===== config.mk =====
export PLATFORM = sky130hd
export DESIGN_NAME = obstacle_lane
export DESIGN_NICKNAME = d
export VERILOG_FILES = /design/src/rtl/obstacle_lane.sv
export SDC_FILE = /design/constraint.sdc
export NUM_CORES = 1
export LEC_CHECK = 0
export CORE_MARGIN = 5
export CORE_UTILIZATION = 59
export CTS_BUF_LIST = sky130_fd_sc_hd__clkbuf_8
export DETAILED_ROUTE_END_ITERATION = 8
export GPL_TIMING_DRIVEN = 0
export PLACE_DENSITY = 0.83
export SLEW_MARGIN = 0
export SYNTH_ARGS = -nofsm -noshare
export SYNTH_HDL_FRONTEND = slang
export SYNTH_SLANG_ARGS = --single-unit

===== constraint.sdc =====
create_clock -name clk -period 3.2 [get_ports clk]
set_input_delay 0.8 -clock clk [delete_from_list [all_inputs] [get_ports clk]]
set_output_delay 0.8 -clock clk [all_outputs]
set_load 0.01 [all_outputs]

===== src/rtl/obstacle_lane.sv =====
// rtl/obstacle_lane.sv - single scrolling obstacle car lane with LFSR respawn and player hit flag
module obstacle_lane #(
    parameter int          INIT_X        = 304,
    parameter int          INIT_Y        = 0,
    parameter logic [15:0] SEED          = 16'hACE1,
    parameter int          MOVE_AMT      = 2,
    parameter int          SCREEN_WIDTH  = 640,
    parameter int          SCREEN_HEIGHT = 480,
    parameter int          CAR_W         = 32,
    parameter int          CAR_H         = 16,
    parameter int          PLAYER_W      = 16,
    parameter int          PLAYER_H      = 16,
    parameter int          X_PERIOD      = 50000
) (
    input  logic       clk,
    input  logic       reset,
    input  logic       move_followers,
    input  logic       enable,
    input  logic [9:0] player_x,
    input  logic [9:0] player_y,
    output logic [9:0] car_x,
    output logic [9:0] car_y,
    output logic       car_dir,
    output logic [1:0] car_speed,
    output logic       respawn,
    output logic       hit
);

    // An all-zero seed would lock the Galois LFSR at zero forever.
    localparam logic [15:0] SEED_EFF = (SEED == 16'h0000) ? 16'h0001 : SEED;

    localparam int             TW        = (X_PERIOD > 1) ? $clog2(X_PERIOD) : 1;
    localparam logic [TW-1:0]  TICK_LAST = TW'(X_PERIOD - 1);

    localparam logic [10:0] W11   = 11'(SCREEN_WIDTH);
    localparam logic [10:0] H11   = 11'(SCREEN_HEIGHT);
    localparam logic [10:0] MA11  = 11'(MOVE_AMT);
    localparam logic [10:0] CW11  = 11'(CAR_W);
    localparam logic [10:0] CH11  = 11'(CAR_H);
    localparam logic [10:0] PW11  = 11'(PLAYER_W);
    localparam logic [10:0] PH11  = 11'(PLAYER_H);
    localparam logic [9:0]  INIT_X10 = 10'(INIT_X);
    localparam logic [9:0]  INIT_Y10 = 10'(INIT_Y);

    logic [15:0]   lfsr_q,    lfsr_d;
    logic [TW-1:0] tick_q,    tick_d;
    logic [9:0]    car_x_q,   car_x_d;
    logic [9:0]    car_y_q,   car_y_d;
    logic          car_dir_q, car_dir_d;
    logic [1:0]    speed_q,   speed_d;
    logic          respawn_q, respawn_d;
    logic          hit_q,     hit_d;

    logic          step;
    logic          wrap_y;
    logic [10:0]   y_sum;
    logic [10:0]   right_sum;
    logic [10:0]   x_right;
    logic [10:0]   x_left;
    logic [10:0]   x_stepped;
    logic [1:0]    lfsr_speed;

    // Free-running Galois LFSR, independent of every input.
    always_comb begin
        lfsr_d = {1'b0, lfsr_q[15:1]} ^ (lfsr_q[0] ? 16'hB400 : 16'h0000);
    end

    // Horizontal timebase: counts enabled cycles, wraps after X_PERIOD of them.
    always_comb begin
        step   = enable && (tick_q == TICK_LAST);
        tick_d = tick_q;
        if (enable) begin
            tick_d = step ? '0 : tick_q + TW'(1);
        end
    end

    // Candidate next x for a horizontal step, wrapping at the screen edges.
    always_comb begin
        right_sum = {1'b0, car_x_q} + {9'b0, speed_q};
        x_right   = (right_sum >= W11) ? right_sum - W11 : right_sum;
        if (car_x_q < {8'b0, speed_q}) begin
            x_left = {1'b0, car_x_q} + W11 - {9'b0, speed_q};
        end else begin
            x_left = {1'b0, car_x_q} - {9'b0, speed_q};
        end
        x_stepped = car_dir_q ? x_left : x_right;
    end

    // Position update: a respawn overrides any step landing in the same cycle.
    always_comb begin
        y_sum      = {1'b0, car_y_q} + MA11;
        wrap_y     = move_followers && (y_sum >= H11);
        lfsr_speed = (lfsr_q[11:10] == 2'd0) ? 2'd1 : lfsr_q[11:10];

        car_x_d   = car_x_q;
        car_y_d   = car_y_q;
        car_dir_d = car_dir_q;
        speed_d   = speed_q;
        respawn_d = 1'b0;

        if (step) begin
            car_x_d = x_stepped[9:0];
        end

        if (wrap_y) begin
            car_y_d   = 10'd0;
            respawn_d = 1'b1;
            car_x_d   = {1'b0, lfsr_q[8:0]};
            car_dir_d = lfsr_q[9];
            speed_d   = lfsr_speed;
        end else if (move_followers) begin
            car_y_d = y_sum[9:0];
        end
    end

    // Box overlap of the registered car against the live player position.
    always_comb begin
        hit_d = ({1'b0, player_x} < {1'b0, car_x_q} + CW11) &&
                ({1'b0, car_x_q}  < {1'b0, player_x} + PW11) &&
                ({1'b0, player_y} < {1'b0, car_y_q} + CH11) &&
                ({1'b0, car_y_q}  < {1'b0, player_y} + PH11);
    end

    // State registers with synchronous active-high reset.
    always_ff @(posedge clk) begin
        if (reset) begin
            lfsr_q    <= SEED_EFF;
            tick_q    <= '0;
            car_x_q   <= INIT_X10;
            car_y_q   <= INIT_Y10;
            car_dir_q <= 1'b0;
            speed_q   <= 2'd1;
            respawn_q <= 1'b0;
            hit_q     <= 1'b0;
        end else begin
            lfsr_q    <= lfsr_d;
            tick_q    <= tick_d;
            car_x_q   <= car_x_d;
            car_y_q   <= car_y_d;
            car_dir_q <= car_dir_d;
            speed_q   <= speed_d;
            respawn_q <= respawn_d;
            hit_q     <= hit_d;
        end
    end

    assign car_x     = car_x_q;
    assign car_y     = car_y_q;
    assign car_dir   = car_dir_q;
    assign car_speed = speed_q;
    assign respawn   = respawn_q;
    assign hit       = hit_q;

endmodule

==> flow_metrics.tcl, run 1 <==
set metrics [dict create \
    core_area_mm2 0.007292 \
    fin_hold_ws_ns 0.4349 \
    fin_crit_sh 0.9268 \
    placed_cell_area_mm2 0.005042 \
    synth_top_flop_cell "dfxtp_1" \
    first_iter_violations 266 \
    final_area_mm2 0.005156 \
    r2r-start "car_speed[1]" \
    place_inst 681 \
    max_freq_mhz 337.2 \
    grt_pass1_wl_mm 18.56 \
    startpoint "car_speed[1]" \
    portBuffers 47 \
    grtUsageTotal 0.2312 \
    num_io_pins 49 \
    slew_headroom 0.6393 \
    holdCritPathClass "register to register" \
    drv_cap 0 \
    clk_latency_ns 0.31 \
    period_needed_ns 2.966 \
    arrival_ns 3.17 \
    ys_warn_count 0 \
    die_h_um 96.83 \
    grt_start_max_net_pins 17 \
    post-cts-setup-buffer-count 0 \
    dp.final_hpwl_mm 8.409 \
    drive_above_1_share 0.05093 \
    synthArstFlopShare 0 \
    p_per_area_mw_per_mm2 263.3 \
    syn_area_per_cell_um2 8.314 \
    antennaDiodeCount 0 \
    reg2reg_slack_ns 0.23 \
    required_ns 3.40 \
    wire_per_inst_um 15.96 \
    ir_worst_vdd_mv 0.3312 \
    power.leakage_nw 2.116 \
    wl_mm 10.98 \
    ys_seq_elements 56 \
    path_clk_slew_ns 0.10 \
    vias_per_cell 5.885 \
    stdcell_count 688 \
    clock_path_buffers 2 \
    status "complete, no violations" \
    synth_enable_flop_cells 0 \
    syn_to_final_growth_pct 15.92 \
    grt_overflow 0 \
    setup_tns_ns 0 \
    hold_viol 0 \
    synth_cell_types 58 \
    root_buffer "clkbuf_8" \
    drc 0 \
    cp-start-kind "register" \
    synth_nets 627 \
    synth_cells 535 \
    antenna_found_initial 0 \
    critical_path_class "register to register" \
    endpoint "car_x[5]" \
    cp_max_fo 6 \
    rsz0062_at_grt "false" \
    grt_pass1_vias 4006 \
    tightest_slew_ns 0.5411 \
    final_max_slew_viol_count 0 \
    reg2reg_to "car_x[5]" \
    fillers 605 \
    r2r_cells 11 \
    syn_area_mm2 0.004448 \
    cp-end-kind "register" \
    die-area_mm2 0.009375 \
    cts_tree "yes" \
    yosysSeqAreaShare 0.2520 \
    nNetsFinal 681 \
    finClkSkew_ns 0.01202 \
    ctsHoldBuffers 0 \
    hp-start "lfsr_q[12]" \
    place.gp.congestion 0.9731 \
    rows 31 \
    drtAntennaViolNets 0 \
    cts_buffers 5 \
    vias 4049 \
    initial_utilization 0.6100 \
    drt-pass1-iter-count 5 \
    numClockSinks 56 \
    htreeDepth 2 \
    die_x_um 96.83 \
    setup_viol 0 \
]
## stage by stage
| stage | total power, mW | setup slack, ns | util |
|---|---|---|---|
| after CTS | 1.364 | 0.06948 | 0.7040 |
| after detailed placement | 0.9755 | 0.09430 | 0.6915 |
| after global routing | 1.433 | 0.03720 | 0.7071 |
| after floorplan | 0.8877 | 0.4638 | - |
| final | 1.358 | 0.2342 | 0.7071 |
| after global placement | 0.9665 | 0.1216 | 0.6915 |
## worst min-delay path by stage
stage	endpoint	slack [ns]	cells after the start
2_1_floorplan	lfsr_q[11]	0.39	1
4_1_cts	lfsr_q[11]	0.43	1
5_1_grt	lfsr_q[11]	0.46	1
6_report	lfsr_q[11]	0.43	1
3_3_place_gp	lfsr_q[11]	0.39	1
3_5_place_dp	lfsr_q[11]	0.40	1
## flip-flops by register name, summed over array words and instances, names as in the netlist
| name | count |
|---|---|
| lfsr_q | 16 |
| car_x | 10 |
| car_speed | 2 |
| tick_q | 16 |
| hit | 1 |
| car_dir | 1 |
| respawn | 1 |
| car_y | 9 |
## placed cells by master, fill, tap and decap left out, types with 8 or more instances in the layout
cell type,count
a21oi_1,31
a31oi_1,8
and3_1,13
clkbuf_1,8
clkdlybuf4s50_1,47
dfxtp_1,54
ha_1,65
inv_1,30
nand2_1,54
nand3_1,23
nand4_1,8
nor2_1,36
nor2b_1,12
o211ai_1,16
o21ai_0,20
xnor2_1,27
xor2_1,28
## critical path: stages (launching register included)
cell and delay, ns:
dfxtp_2 0.44, inv_1 0.06, ha_1 0.31, ha_1 0.23, fa_1 0.45, nand2b_1 0.10, a21oi_1 0.06, nor2_1 0.22
xor2_1 0.11, o21ai_0 0.35, a31oi_1 0.14, a311o_1 0.37
## Yosys cell counts, drive strengths merged, types with 3 or more instances
cell type | n | area, um^2
ha | 65 | 813.3
dfxtp | 56 | 1121
nand2 | 54 | 202.7
nor2 | 36 | 135.1
a21oi | 31 | 155.2
inv | 31 | 116.4
xnor2 | 29 | 272.8
xor2 | 28 | 245.2
nand3 | 23 | 115.1
o21ai | 21 | 105.1
o211ai | 16 | 120.1
and3 | 14 | 92.59
nor2b | 12 | 75.07
a31oi | 9 | 56.30
clkbuf | 8 | 30.03
nand4 | 8 | 50.05
or2 | 8 | 50.05
buf | 7 | 35.04
nor3 | 7 | 35.03
a21o | 6 | 45.04
nand2b | 6 | 37.54
o21a | 5 | 37.54
o31ai | 5 | 37.54
a211oi | 4 | 30.03
nor4b | 4 | 41.29
and2 | 3 | 18.77
and4 | 3 | 26.28
fa | 3 | 60.06
mux2i | 3 | 30.03
o211a | 3 | 30.03
or3 | 3 | 18.77
## layout make-up
type | count | area (um^2) | share of cell area
Sequential cell | 56 | 1124 | 0.2179
Clock buffer | 6 | 82.58 | 0.01602
Multi-Input combinational cell | 433 | 3166 | 0.6139
Inverter | 31 | 116.4 | 0.02257
Tap cell | 99 | 123.9 | 0.02402
Clock inverter | 1 | 8.758 | 0.001699
Timing Repair Buffer | 47 | 470.5 | 0.09124
Buffer | 15 | 65.06 | 0.01262
## layer usage
metal,global-route usage,up-vias,share of wire
li1,-,1997,-
met5,0,-,0
met3,0.03741,23,0.051
met1,0.3079,1900,0.46
met4,0.09071,0,0.028
met2,0.3731,129,0.47
## power breakdown
part	internal (mW)	switching [mW]
clock network	0.173	0.221
registers	0.717	0.0235
logic	0.111	0.111
## cells by family (layout without fill, tap and decap cells)
kind of cell / Yosys count / after routing / synth area share
other: 1 / 1 / 0.0008431
muxes: 3 / 3 / 0.006751
adders and majority gates: 68 / 68 / 0.1963
buffers and inverters: 46 / 100 / 0.04079
xor gates and xnor gates: 57 / 57 / 0.1165
AOI/OAI and AO/OA: 112 / 112 / 0.1643
DFF: 56 / 56 / 0.2520
and+or+nand+nor: 192 / 192 / 0.2225
## what timing repair did
action | in CTS | in global routing
gates resized for setup | 0 | 5
endpoints found under the setup margin | 0 | 2
hold endpoints to repair | 0 | 0
Power figures use the tool's default switching activity.
==> inputs of run 2 (changes only) <==
--- a/config.mk
+++ b/config.mk
@@ -15,3 +15,4 @@
 export SYNTH_ARGS = -nofsm -noshare
 export SYNTH_HDL_FRONTEND = slang
 export SYNTH_SLANG_ARGS = --single-unit
+export TNS_END_PERCENT = 100
==> results of run 2 <==
The final DEF is identical to that of run 1; final timing and power are the same.
==> edit, RTL diff (config.mk and constraints of run 1) <==
The parameter `X_PERIOD` goes from 50000 to 100000.
--- a/src/rtl/obstacle_lane.sv
+++ b/src/rtl/obstacle_lane.sv
@@ -10,7 +10,7 @@
     parameter int          CAR_H         = 16,
     parameter int          PLAYER_W      = 16,
     parameter int          PLAYER_H      = 16,
-    parameter int          X_PERIOD      = 50000
+    parameter int          X_PERIOD      = 100000
 ) (
     input  logic       clk,
     input  logic       reset,
Formal check against the unedited RTL: same outputs for any inputs over 10 cycles, from zero or initial values and one cycle with reset high; that may be too few to reach the edited logic, so the function may still have changed.
==> edit against run 1 <==
First-iteration DRC count is 2.3% lower; cell count is 3.1% higher; die area is 3.6% higher; setup slack worse by 0.033 ns; synthesized area is 4.1% higher; cell area is 5.8% higher; sequential cell count is 1 higher; global-route usage is 0.17 points lower; largest cell class unchanged; routed wire length is 1.5% higher; power is 26% higher; sequential share of layout area is 0.85 points lower.
==> edit: results (changes against run 1) <==
.. list-table::
   :header-rows: 1

   * - Metric
     - Value
   * - Run status
     - finished, final reports clean (unchanged)
   * - Via count normalized by instance count
     - 5.77 (was 5.89)
   * - Most frequent cells after synthesis
     - sky130_fd_sc_hd__ha_1 (65), sky130_fd_sc_hd__nor2_1 (61), sky130_fd_sc_hd__dfxtp_1 (57) (was sky130_fd_sc_hd__ha_1 (65), sky130_fd_sc_hd__dfxtp_1 (56), sky130_fd_sc_hd__nand2_1 (54))
   * - Detail Placement HPWL
     - 8.45 mm (was 8.41 mm)
   * - Fin nets
     - 694 (was 681)
   * - Max VDD drop
     - 0.343 mV (was 0.331 mV)
   * - Cell-internal power
     - 0.00128 W (was 0.00100 W)
   * - Per-cell routed wire length
     - 15.7 um (was 16.0 um)
   * - Worst slew margin relative to its limit
     - 63.6% (was 63.9%)
   * - Vias in the first global route
     - 4,022 (was 4,006)
   * - Level count of the clock H-tree
     - 3 (was 2)
   * - Clk slew on worst S/H paths
     - 0.08 ns (was 0.10 ns)
   * - Largest net degree at the start of global routing
     - 15 (was 17)
   * - Seq/Total Area, Yosys
     - 24.7% (was 25.2%)
   * - Worst EP arrival
     - 3.22 ns (was 3.17 ns)
   * - Multiplexer fraction of the synthesized cell area
     - 1.49% (was 0.675%)
   * - Worst-path cell with the longest stage delay
     - sky130_fd_sc_hd__dfxtp_1 (was sky130_fd_sc_hd__fa_1)
   * - Number of buffers inserted by port buffering
     - 46 (was 47)
   * - Initial DRC count
     - 260 (was 266)
   * - Adder-Cell Fraction of Synth Area
     - 18.9% (was 19.6%)
   * - Global-route wire length before repair
     - 18.6 mm (about the same)
   * - Xor-xnor portion of the synthesized cell area
     - 11.3% (was 11.6%)
   * - Number of unique standard cell types used by synthesis
     - 69 (was 58)
   * - Worst clock skew
     - 0.00818 ns (was 0.0120 ns)
   * - Global-route usage over all layers
     - 23.0% (was 23.1%)
   * - Number of buffers created by CTS
     - 9 (was 5)
edit: changes by cell type in the layout (fill, tap and decap cells not counted), sizes merged, moves of 4 or more:
cell,run 1,this run
nor2,36,62
nand2,54,45
and3,14,7
buf,7,14
o21ai,21,14
o211ai,16,10
xnor2,29,35
a21oi,31,26
a31oi,9,4
nor3,7,12
nor2b,12,16
o2111ai,1,5
xor2,28,24
edit: path summary, 6_finish.rpt:
path,start,end,slack [ns],cells past startpoint
worst max-delay path,car_x[1],car_x[9],0.20,10
worst min-delay path,lfsr_q[12],lfsr_q[11],0.42,1
worst max register to register,car_x[1],car_x[9],0.20,10
worst min register to register,lfsr_q[12],lfsr_q[11],0.42,1
edit: cells by family (layout without fill, tap and decap cells):
logic type / Yosys count / in the layout
fa+ha+maj: 68 / 68
xor+xnor: 59 / 59
mux: 6 / 6
other cells: 1 / 1
compound gates: 97 / 97
flops: 57 / 57
buf+inv: 49 / 111
simple gates: 208 / 208
edit: final cells by class:
type | count | area (sq um)
plain buffers | 18 | 140
clock buffers | 9 | 124
flip-flops and latches | 57 | 1140
fillers | 625 | 2230
clock inverters | 7 | 103
inverters | 31 | 116
multi-input cells | 439 | 3240
well taps | 102 | 128
repair buffers | 46 | 460
edit: worst max-delay path, delay by kind of cell (launching register included):
| kind | cells | cell delay, ns |
|---|---|---|
| simple gates | 1 | 0.17 |
| xor+xnor | 1 | 0.14 |
| compound gates | 5 | 1.05 |
| fa+ha+maj | 3 | 1.01 |
| flops | 1 | 0.50 |
edit: power by group through the flow:
stage	registers (W)	logic, W	clock network, W
floorplan	0.000763	0.000121	0
global placement	0.000766	0.000188	0
detailed placement	0.000767	0.000200	0
CTS	0.000751	0.000202	0.000773
global route	0.000754	0.000226	0.000815
finish	0.000751	0.000201	0.000761
edit: stage by stage:
stage                     hold WS (ns)  cells  setup slack [ns]  TNS (ns)  total power, W
final                            0.419    709             0.201         0         0.00171
after global routing             0.426    709          -0.00964  -0.00964         0.00179
after CTS                        0.419    709             0.102         0         0.00173
after detailed placement         0.399    693             0.128         0        0.000967
after floorplan                  0.389    545             0.451         0        0.000884
after global placement           0.396    693             0.255         0        0.000954
edit: layer usage:
metal	vias to the layer above	global-route usage [%]	wire length, um
met2	127	39.9	5480
met1	1923	27.6	4790
met3	33	4.88	525
met4	0	9.03	342
met5	-	0	0
li1	2007	-	-
